==> config.mk <==
export PLATFORM = sky130hd
export DESIGN_NAME = trace_observer
export DESIGN_NICKNAME = d
export VERILOG_FILES = /design/src/rtl/trace_pkg.sv /design/src/rtl/trace_ram.sv /design/src/rtl/trace_observer.sv
export SDC_FILE = /design/constraint.sdc
export NUM_CORES = 1
export LEC_CHECK = 0
export ABC_CLOCK_PERIOD_IN_PS = 7000
export BUFFER_PORTS_ARGS = -buffer_cell sky130_fd_sc_hd__buf_2
export CORE_MARGIN = 2
export CORE_UTILIZATION = 35
export DETAILED_ROUTE_END_ITERATION = 16
export SYNTH_ARGS = -nofsm -noshare
export SYNTH_HDL_FRONTEND = slang
export SYNTH_HIERARCHICAL = 1
export SYNTH_SLANG_ARGS = --single-unit
==> constraint.sdc <==
create_clock -name clk -period 7 [get_ports clk]
set_input_delay 1.4 -clock clk [delete_from_list [all_inputs] [get_ports clk]]
set_output_delay 1.4 -clock clk [all_outputs]
set_load 0.005 [all_outputs]
==> src/rtl/trace_pkg.sv <==
// trace_pkg: shared FSM encoding and entry-width helper; TRACE_TIMESTAMP_EN appends a timestamp to each entry.
package trace_pkg;
  typedef enum logic [1:0] {IDLE = 2'd0, ARMED = 2'd1, POST = 2'd2, DONE = 2'd3} state_e;
  localparam int DEF_DATA_W = 16;
`ifdef TRACE_TIMESTAMP_EN
  localparam bit TS_EN = 1'b1;
`else
  localparam bit TS_EN = 1'b0;
`endif
  function automatic int entry_w(int data_w, int ts_w);
    return 5 * data_w + (TS_EN ? ts_w : 0);
  endfunction
endpackage

==> src/rtl/trace_ram.sv <==
// trace_ram: DEPTH x W trace storage, one sync write port, one registered read port, no reset.
module trace_ram #(
  parameter int DEPTH = 16,
  parameter int W     = 80
) (
  input  logic                     clk,
  input  logic                     we_i,
  input  logic [$clog2(DEPTH)-1:0] waddr_i,
  input  logic [W-1:0]             wdata_i,
  input  logic                     re_i,
  input  logic [$clog2(DEPTH)-1:0] raddr_i,
  output logic [W-1:0]             rdata_o
);
  logic [W-1:0] mem [DEPTH];
  always_ff @(posedge clk) begin
    if (we_i) mem[waddr_i] <= wdata_i;
    if (re_i) rdata_o <= mem[raddr_i];
  end
endmodule

==> src/rtl/trace_observer.sv <==
// trace_observer: pipeline trace buffer with PC trigger, post-trigger capture and valid/ready readout.
// Define TRACE_TIMESTAMP_EN to store a free-running TS_W cycle counter at the entry LSBs.
module trace_observer
  import trace_pkg::*;
#(
  parameter int DATA_W   = DEF_DATA_W,
  parameter int DEPTH    = 16,
  parameter int POST_CNT = 4,
  parameter int TS_W     = 16
) (
  input  logic                               clk,
  input  logic                               rst,
  input  logic                               sample_en_i,
  input  logic [DATA_W-1:0]                  pc_i,
  input  logic [DATA_W-1:0]                  ir_i,
  input  logic [DATA_W-1:0]                  alu_a_i,
  input  logic [DATA_W-1:0]                  alu_b_i,
  input  logic [DATA_W-1:0]                  alu_o_i,
  input  logic                               arm_i,
  input  logic [DATA_W-1:0]                  trig_pc_i,
  input  logic                               rd_ready_i,
  output logic [1:0]                         state_o,
  output logic                               done_o,
  output logic [$clog2(DEPTH):0]             fill_o,
  output logic                               rd_valid_o,
  output logic [entry_w(DATA_W, TS_W)-1:0]   rd_data_o
);
  localparam int AW = $clog2(DEPTH);
  localparam int EW = entry_w(DATA_W, TS_W);
  state_e        state_q, state_d;
  logic [AW-1:0] wr_ptr_q, wr_ptr_d, rd_ptr_q, rd_ptr_d, post_q, post_d;
  logic [AW:0]   fill_q, fill_d, left_q, left_d;
  logic          rd_valid_q, rd_valid_d;
  logic          wr_en, rd_en, trig;
  logic [EW-1:0] wdata, rdata;
`ifdef TRACE_TIMESTAMP_EN
  logic [TS_W-1:0] ts_q;
  always_ff @(posedge clk or negedge rst) begin
    if (!rst) ts_q <= '0;
    else      ts_q <= ts_q + 1'b1;
  end
  assign wdata = {pc_i, ir_i, alu_a_i, alu_b_i, alu_o_i, ts_q};
`else
  assign wdata = {pc_i, ir_i, alu_a_i, alu_b_i, alu_o_i};
`endif
  assign wr_en = sample_en_i && (state_q == ARMED || state_q == POST);
  assign trig  = wr_en && state_q == ARMED && pc_i == trig_pc_i;
  always_comb begin
    state_d    = state_q;
    wr_ptr_d   = wr_ptr_q;
    rd_ptr_d   = rd_ptr_q;
    post_d     = post_q;
    fill_d     = fill_q;
    left_d     = left_q;
    rd_valid_d = rd_valid_q;
    rd_en      = 1'b0;
    if (wr_en) begin
      wr_ptr_d = wr_ptr_q + 1'b1;
      fill_d   = fill_q == (AW+1)'(DEPTH) ? fill_q : fill_q + 1'b1;
    end
    case (state_q)
      IDLE:  if (arm_i) begin
        state_d = ARMED;
        post_d  = '0;
      end
      ARMED: if (trig) state_d = POST_CNT == 0 ? DONE : POST;
      POST:  if (wr_en) begin
        post_d  = post_q + 1'b1;
        state_d = post_q == AW'(POST_CNT - 1) ? DONE : POST;
      end
      DONE:  if (arm_i) begin
        state_d    = ARMED;
        fill_d     = '0;
        rd_valid_d = 1'b0;
        post_d     = '0;
      end else begin
        // The RAM output register only reloads when its current word is free to leave.
        rd_en = left_q != '0 && (!rd_valid_q || rd_ready_i);
        if (rd_en) begin
          rd_ptr_d   = rd_ptr_q + 1'b1;
          left_d     = left_q - 1'b1;
          rd_valid_d = 1'b1;
        end else if (!rd_valid_q || rd_ready_i) begin
          rd_valid_d = 1'b0;
          fill_d     = '0;
          state_d    = IDLE;
        end
      end
      default: state_d = IDLE;
    endcase
    if (state_q != DONE && state_d == DONE) begin
      rd_ptr_d = wr_ptr_d - fill_d[AW-1:0];
      left_d   = fill_d;
    end
  end
  always_ff @(posedge clk or negedge rst) begin
    if (!rst) begin
      state_q    <= IDLE;
      wr_ptr_q   <= '0;
      rd_ptr_q   <= '0;
      post_q     <= '0;
      fill_q     <= '0;
      left_q     <= '0;
      rd_valid_q <= 1'b0;
    end else begin
      state_q    <= state_d;
      wr_ptr_q   <= wr_ptr_d;
      rd_ptr_q   <= rd_ptr_d;
      post_q     <= post_d;
      fill_q     <= fill_d;
      left_q     <= left_d;
      rd_valid_q <= rd_valid_d;
    end
  end
  trace_ram #(.DEPTH(DEPTH), .W(EW)) u_ram (
    .clk     (clk),
    .we_i    (wr_en),
    .waddr_i (wr_ptr_q),
    .wdata_i (wdata),
    .re_i    (rd_en),
    .raddr_i (rd_ptr_q),
    .rdata_o (rdata)
  );
  assign state_o    = state_q;
  assign done_o     = state_q == DONE;
  assign fill_o     = fill_q;
  assign rd_valid_o = rd_valid_q;
  assign rd_data_o  = rd_valid_q ? rdata : '0;
endmodule
Word level (Yosys, flattened, before mapping)
Memory sizes are Yosys's and may differ from the RTL's. A register that Yosys moved wholly into a read port is not among the register bits.
Cells that the tools add are included.
{"block": "op_classes", "n_addsub": 6, "n_eq_ne": 11, "mux": 34, "reduce_logical": 18}
{"cell": "$mux W80", "count": 1}
{"cell": "$mux W5", "count": 10}
{"cell": "$mux W4", "count": 7}
{"cell": "$eq A16 B16 Y1", "count": 1}
{"cell": "$add A4 B1 Y4 const B", "count": 3}
{"cell": "$mux W2", "count": 6}
{"cell": "$mux W1", "count": 8}
{"cell": "$pmux W2 S4", "count": 1}
{"cell": "$pmux W4 S2", "count": 1}
{"cell": "$eq A2 B2 Y1 const B", "count": 3}
{"cell": "$reduce_and A3 Y1", "count": 2}
{"cell": "$reduce_bool A2 Y1", "count": 3}
{"cell": "$add A5 B1 Y5 const B", "count": 1}
{"cell": "$eq A5 B5 Y1 const B", "count": 1}
{"cell": "$logic_and A1 B1 Y1", "count": 5}
{"cell": "$reduce_bool A5 Y1", "count": 1}
{"cell": "$sub A5 B1 Y5 const B", "count": 1}
{"cell": "$eq A4 B2 Y1 const B", "count": 1}
{"cell": "$ne A2 B1 Y1 const B", "count": 2}
{"cell": "$ne A2 B2 Y1 const B", "count": 2}
{"cell": "$sub A4 B4 Y4", "count": 1}
{"cell": "$reduce_bool A3 Y1", "count": 1}
{"cell": "$eq A2 B1 Y1 const B", "count": 1}
{"cell": "$logic_not A2 Y1", "count": 1}
{"cell": "other kinds (4)", "count": 5}
{"block": "word_totals", "reg_bits": 25, "mem_bits_rw": 1280, "in_bits": 101, "wordCells": 77, "memories": 1}
{"memory": "u_ram.mem", "depth": 16, "word_bits": 80, "rd": 1, "rd_clocked_by_memory_dff": 1, "wr": 1, "line_no": "trace_ram.sv:14", "rtl": "logic [W-1:0] mem [DEPTH];"}

Depth between registers and ports, before layout
{"block": "logic_depth", "word_depth": 11, "ltp_mapped": 14}

By module
Netlist, hierarchy kept.
{"mod": "trace_ram", "instances": 1, "cells_per_inst": 2054, "area_per_inst_um2": 50223.2, "seq_area_each_um2": 40839.2}
{"mod": "trace_observer", "instances": 1, "cells_per_inst": 290, "area_per_inst_um2": 2388.5, "seq_area_each_um2": 625.6}

Worst setup path before layout
OpenSTA, ideal clock, no wires.
{"block": "synth_path", "path_kind": "input-to-reg", "from": "input sample_en_i", "to": "memory u_ram.mem[0][0] (enable)", "setup_time_ps": 616, "arrival_time_ps": 7611, "setup_slack_ps": -1227, "path_stages": 4, "path_cell_list": "nand2_1 > inv_2 > or3b_2 > nor3_1"}
{"block": "synth_between", "elab_chain_cells": 3}
{"element": "start, declared", "line_no": "trace_observer.sv:13", "rtl": "input logic sample_en_i,"}
{"element": "$logic_and A1 B1 Y1", "line_no": "trace_observer.sv:46", "rtl": "assign wr_en = sample_en_i && (state_q == ARMED || state_q == POST);"}
{"element": "named net wr_en", "line_no": "trace_observer.sv:34", "rtl": "logic wr_en, rd_en, trig;"}
{"element": "$mux W1", "line_no": "trace_ram.sv:16", "rtl": "if (we_i) mem[waddr_i] <= wdata_i;"}
{"element": "$mux W1 (implied by the code)", "line_no": "trace_ram.sv:16"}
{"element": "end, declared", "line_no": "trace_ram.sv:14"}
The timed path passes the listed nets, and every way through them passes these cells.

Worst setup path in the final report
{"block": "layout_path", "from": "register rd_valid_q, in the netlist rd_valid_o", "to": "output rd_data_o[72]"}
{"block": "layout_between", "elab_chain_cells": 1}
{"element": "start, declared", "line_no": "trace_observer.sv:33", "rtl": "logic rd_valid_q, rd_valid_d;"}
{"element": "start signal, assigned", "line_no": "trace_observer.sv:112", "rtl": "rd_valid_q <= rd_valid_d;"}
{"element": "$mux W80", "line_no": "trace_observer.sv:128", "rtl": "assign rd_data_o = rd_valid_q ? rdata : '0;"}
{"element": "end, declared", "line_no": "trace_observer.sv:26", "rtl": "output logic [entry_w(DATA_W, TS_W)-1:0] rd_data_o"}
Every way passes these cells.

==> results.cfg <==
[run_status]
run_status = completed

[yosys]
synth-edff-count = 1360
synth.area.top_cells = edfxtp_1 78%, mux4_2 14%, a22oi_1 2.3%
syn_avg_cell_area_um2 = 22.4
yosysUniqueCellTypes = 49
syn-cell-area_mm2 = 0.0526
synth_area_leader_cell = edfxtp_1
syn_nets = 2460
synth_most_common_cell = edfxtp_1
yosys-top-cells-count = 1360 x edfxtp_1, 320 x mux4_2, 160 x a22oi_1, 100 x nand2_1, 82 x and2_1
ys_ff_latch = 1385
synthCells = 2344
yosysWarningCount = 6
synth_top_area_share_pct = 77.6
yosysSeqAreaShare_pct = 78.8
async_reset_ff_share_pct = 1.81
synth_flop_cell = edfxtp_1

[job]
maxCapViolCount = 0

[die]
die_w_um = 392
die-area_mm2 = 0.153
coreArea_mm2 = 0.150
die_height_um = 392
row_count = 142
start_util_pct = 35.2
boundaryPins = 190

[sta]
holdWs_ns = 0.524
fmax_ghz = 0.253
period_minus_slack_ns = 3.95
clock_skew_ns = 0.0234
worst_pin_slew_ns = 1.28
timing_hold_violations_final = 0
fin_tns_setup_ns = 0
slew_headroom_pct = 14.9
period_share_pct = 56.5
rsz0062_at_grt = no
final-setup-viol-count = 0
final-max-slew-violation-count = 0

[layout]
fillerInstances = 13104
fin_cells = 4716
nNetsFinal = 2710
syn_to_final_growth_pct = 14.9
final_area_mm2 = 0.0605
drive_above_1_share_pct = 28.5

[worst_setup_path]
r2r-end = u_ram/mem[13][58]
critPathKind = reg -> out
max_stage_delay_ns = 0.71
worstPathMaxFanout = 45
r2r_slack_ns = 3.13
rr_worst_depth = 8
cp_cell_sequence = buf_4 > and2_1 > buf_2
reg2reg_from = state_o[0]
startpoint_type = flop
cp_data_arrival_time_ns = 2.55
end_kind = output pin
required_ns = 5.60
crit_slowest_cell = dfrtp_4

[routing]
drc = 0
routed_wl_mm = 119
vias = 24566
drt_first_pass_iters = 6
wl_per_cell_um = 25.1
via_per_inst = 5.21
drt_iter0_drc = 2167
ant_nets = 0

[clock_network]
cts_tree = yes
ctsHoldBuffers = 0
clk_pin_slew_ns = 0.06
cts_buffer_depth = 3
cts-buffers-inserted = 139
cts_setup_buffers = 0
htreeDepth = 4
cts_resized = 0
clockRootBuffer = clkbuf_16
clk_latency_ns = 0.75
cts.sink_count = 1385

[global_route]
grt_pass1_vias = 25971
overflow = 0
antenna_found_initial = 28
grt_pass1_wl_mm = 174
grt_usage_pct = 15.5
grt_max_degree = 143

[placed_design]
io_buffers = 189
gp_congestion = 0.788
dp_cells = 4469
hpwl_mm = 64.9
place_area_mm2 = 0.0561

[pwr]
finalPower_uw = 22400
power.static_leakage_uw = 0.0189
p_per_area_mw_per_mm2 = 370
peakVddDrop_mv = 0.356

[hold_path]
hold_class = reg -> reg
min_to = post_q[0]
hold_start = post_q[0]
whs_path_depth = 1
## critical path: cells and delay by family, from the launching register on
family,cells,cell delay (ns)
buf+inv,2,0.73
flops,1,0.71
simple gates,1,0.30
## per-stage QoR
| step | worst slack (ns) | util (%) |
|---|---|---|
| finish | 3.05 | 40.4 |
| global route | 2.83 | 40.4 |
| CTS | 2.89 | 40.4 |
| detailed placement | 2.55 | 37.5 |
| global placement | 2.66 | 37.5 |
| floorplan | 0.938 | - |
## cell type report
class / count / area [µm²] / area share [%]
clock buffer: 176 / 3680 / 6.09
antenna: 6 / 15.0 / 0.0248
multi-input combinational: 823 / 10600 / 17.6
clock inverter: 65 / 661 / 1.09
sequential: 1385 / 41500 / 68.6
timing repair buffer: 228 / 1400 / 2.32
inverter: 17 / 66.3 / 0.110
tap: 2016 / 2520 / 4.17
## registers in the layout (all words and copies together) (netlist names)
register,cells
post_q,4
wr_ptr_q,4
left_q,5
fill_o,5
rd_valid_o,1
u_ram/mem,1280
rd_ptr_q,4
state_o,2
u_ram/rdata_o,80
## routing by layer
metal	up-vias	GRT usage, %	share of wire, %
met2	761	25.5	50
met1	13263	21.0	43
li1	10353	-	-
met4	22	3.77	1.6
met3	167	3.18	6.0
met5	-	0	0.13
## report_power, final
group / internal, µW / switching, µW
clock: 4070 / 3040
sequential: 9800 / 350
combinational: 2280 / 2810
## worst max-delay path by stage
stage / slack [ns] / end / from / cells after the start
3_5_place_dp: 2.55 / u_ram/mem[13][76] / sample_en_i / 7
5_1_grt: 2.83 / rd_data_o[72] / rd_valid_o / 3
4_1_cts: 2.89 / rd_data_o[72] / rd_valid_o / 3
2_1_floorplan: 0.94 / u_ram/mem[1][0] / sample_en_i / 4
3_3_place_gp: 2.66 / u_ram/mem[13][76] / sample_en_i / 7
6_report: 3.05 / rd_data_o[72] / rd_valid_o / 3
## layout by cell type, fill, tap and decap left out, types with 14 or more instances in the layout
cell,count
clkbuf_16,142
clkinv_1,24
clkinv_2,14
and2_1,81
inv_1,15
a22oi_1,160
buf_2,189
clkbuf_1,34
a21oi_1,16
mux4_2,320
nand2_1,100
xnor2_1,22
edfxtp_1,1360
ha_1,14
buf_4,26
dfrtp_1,22
## cells by family (layout without fill, tap and decap cells)
group	after synthesis	after routing	share of synthesized area (%)
other	0	6	0
XOR/XNOR	28	28	0.492
multiplexers	324	324	13.8
buffers and inverters	136	486	1.26
AND/OR/NAND/NOR	255	255	2.47
adder cells (fa/ha/maj)	15	15	0.371
AO/OA/AOI/OAI	201	201	2.80
flip-flops	1385	1385	78.8
No activity file was read; power rests on OpenSTA's default activity.
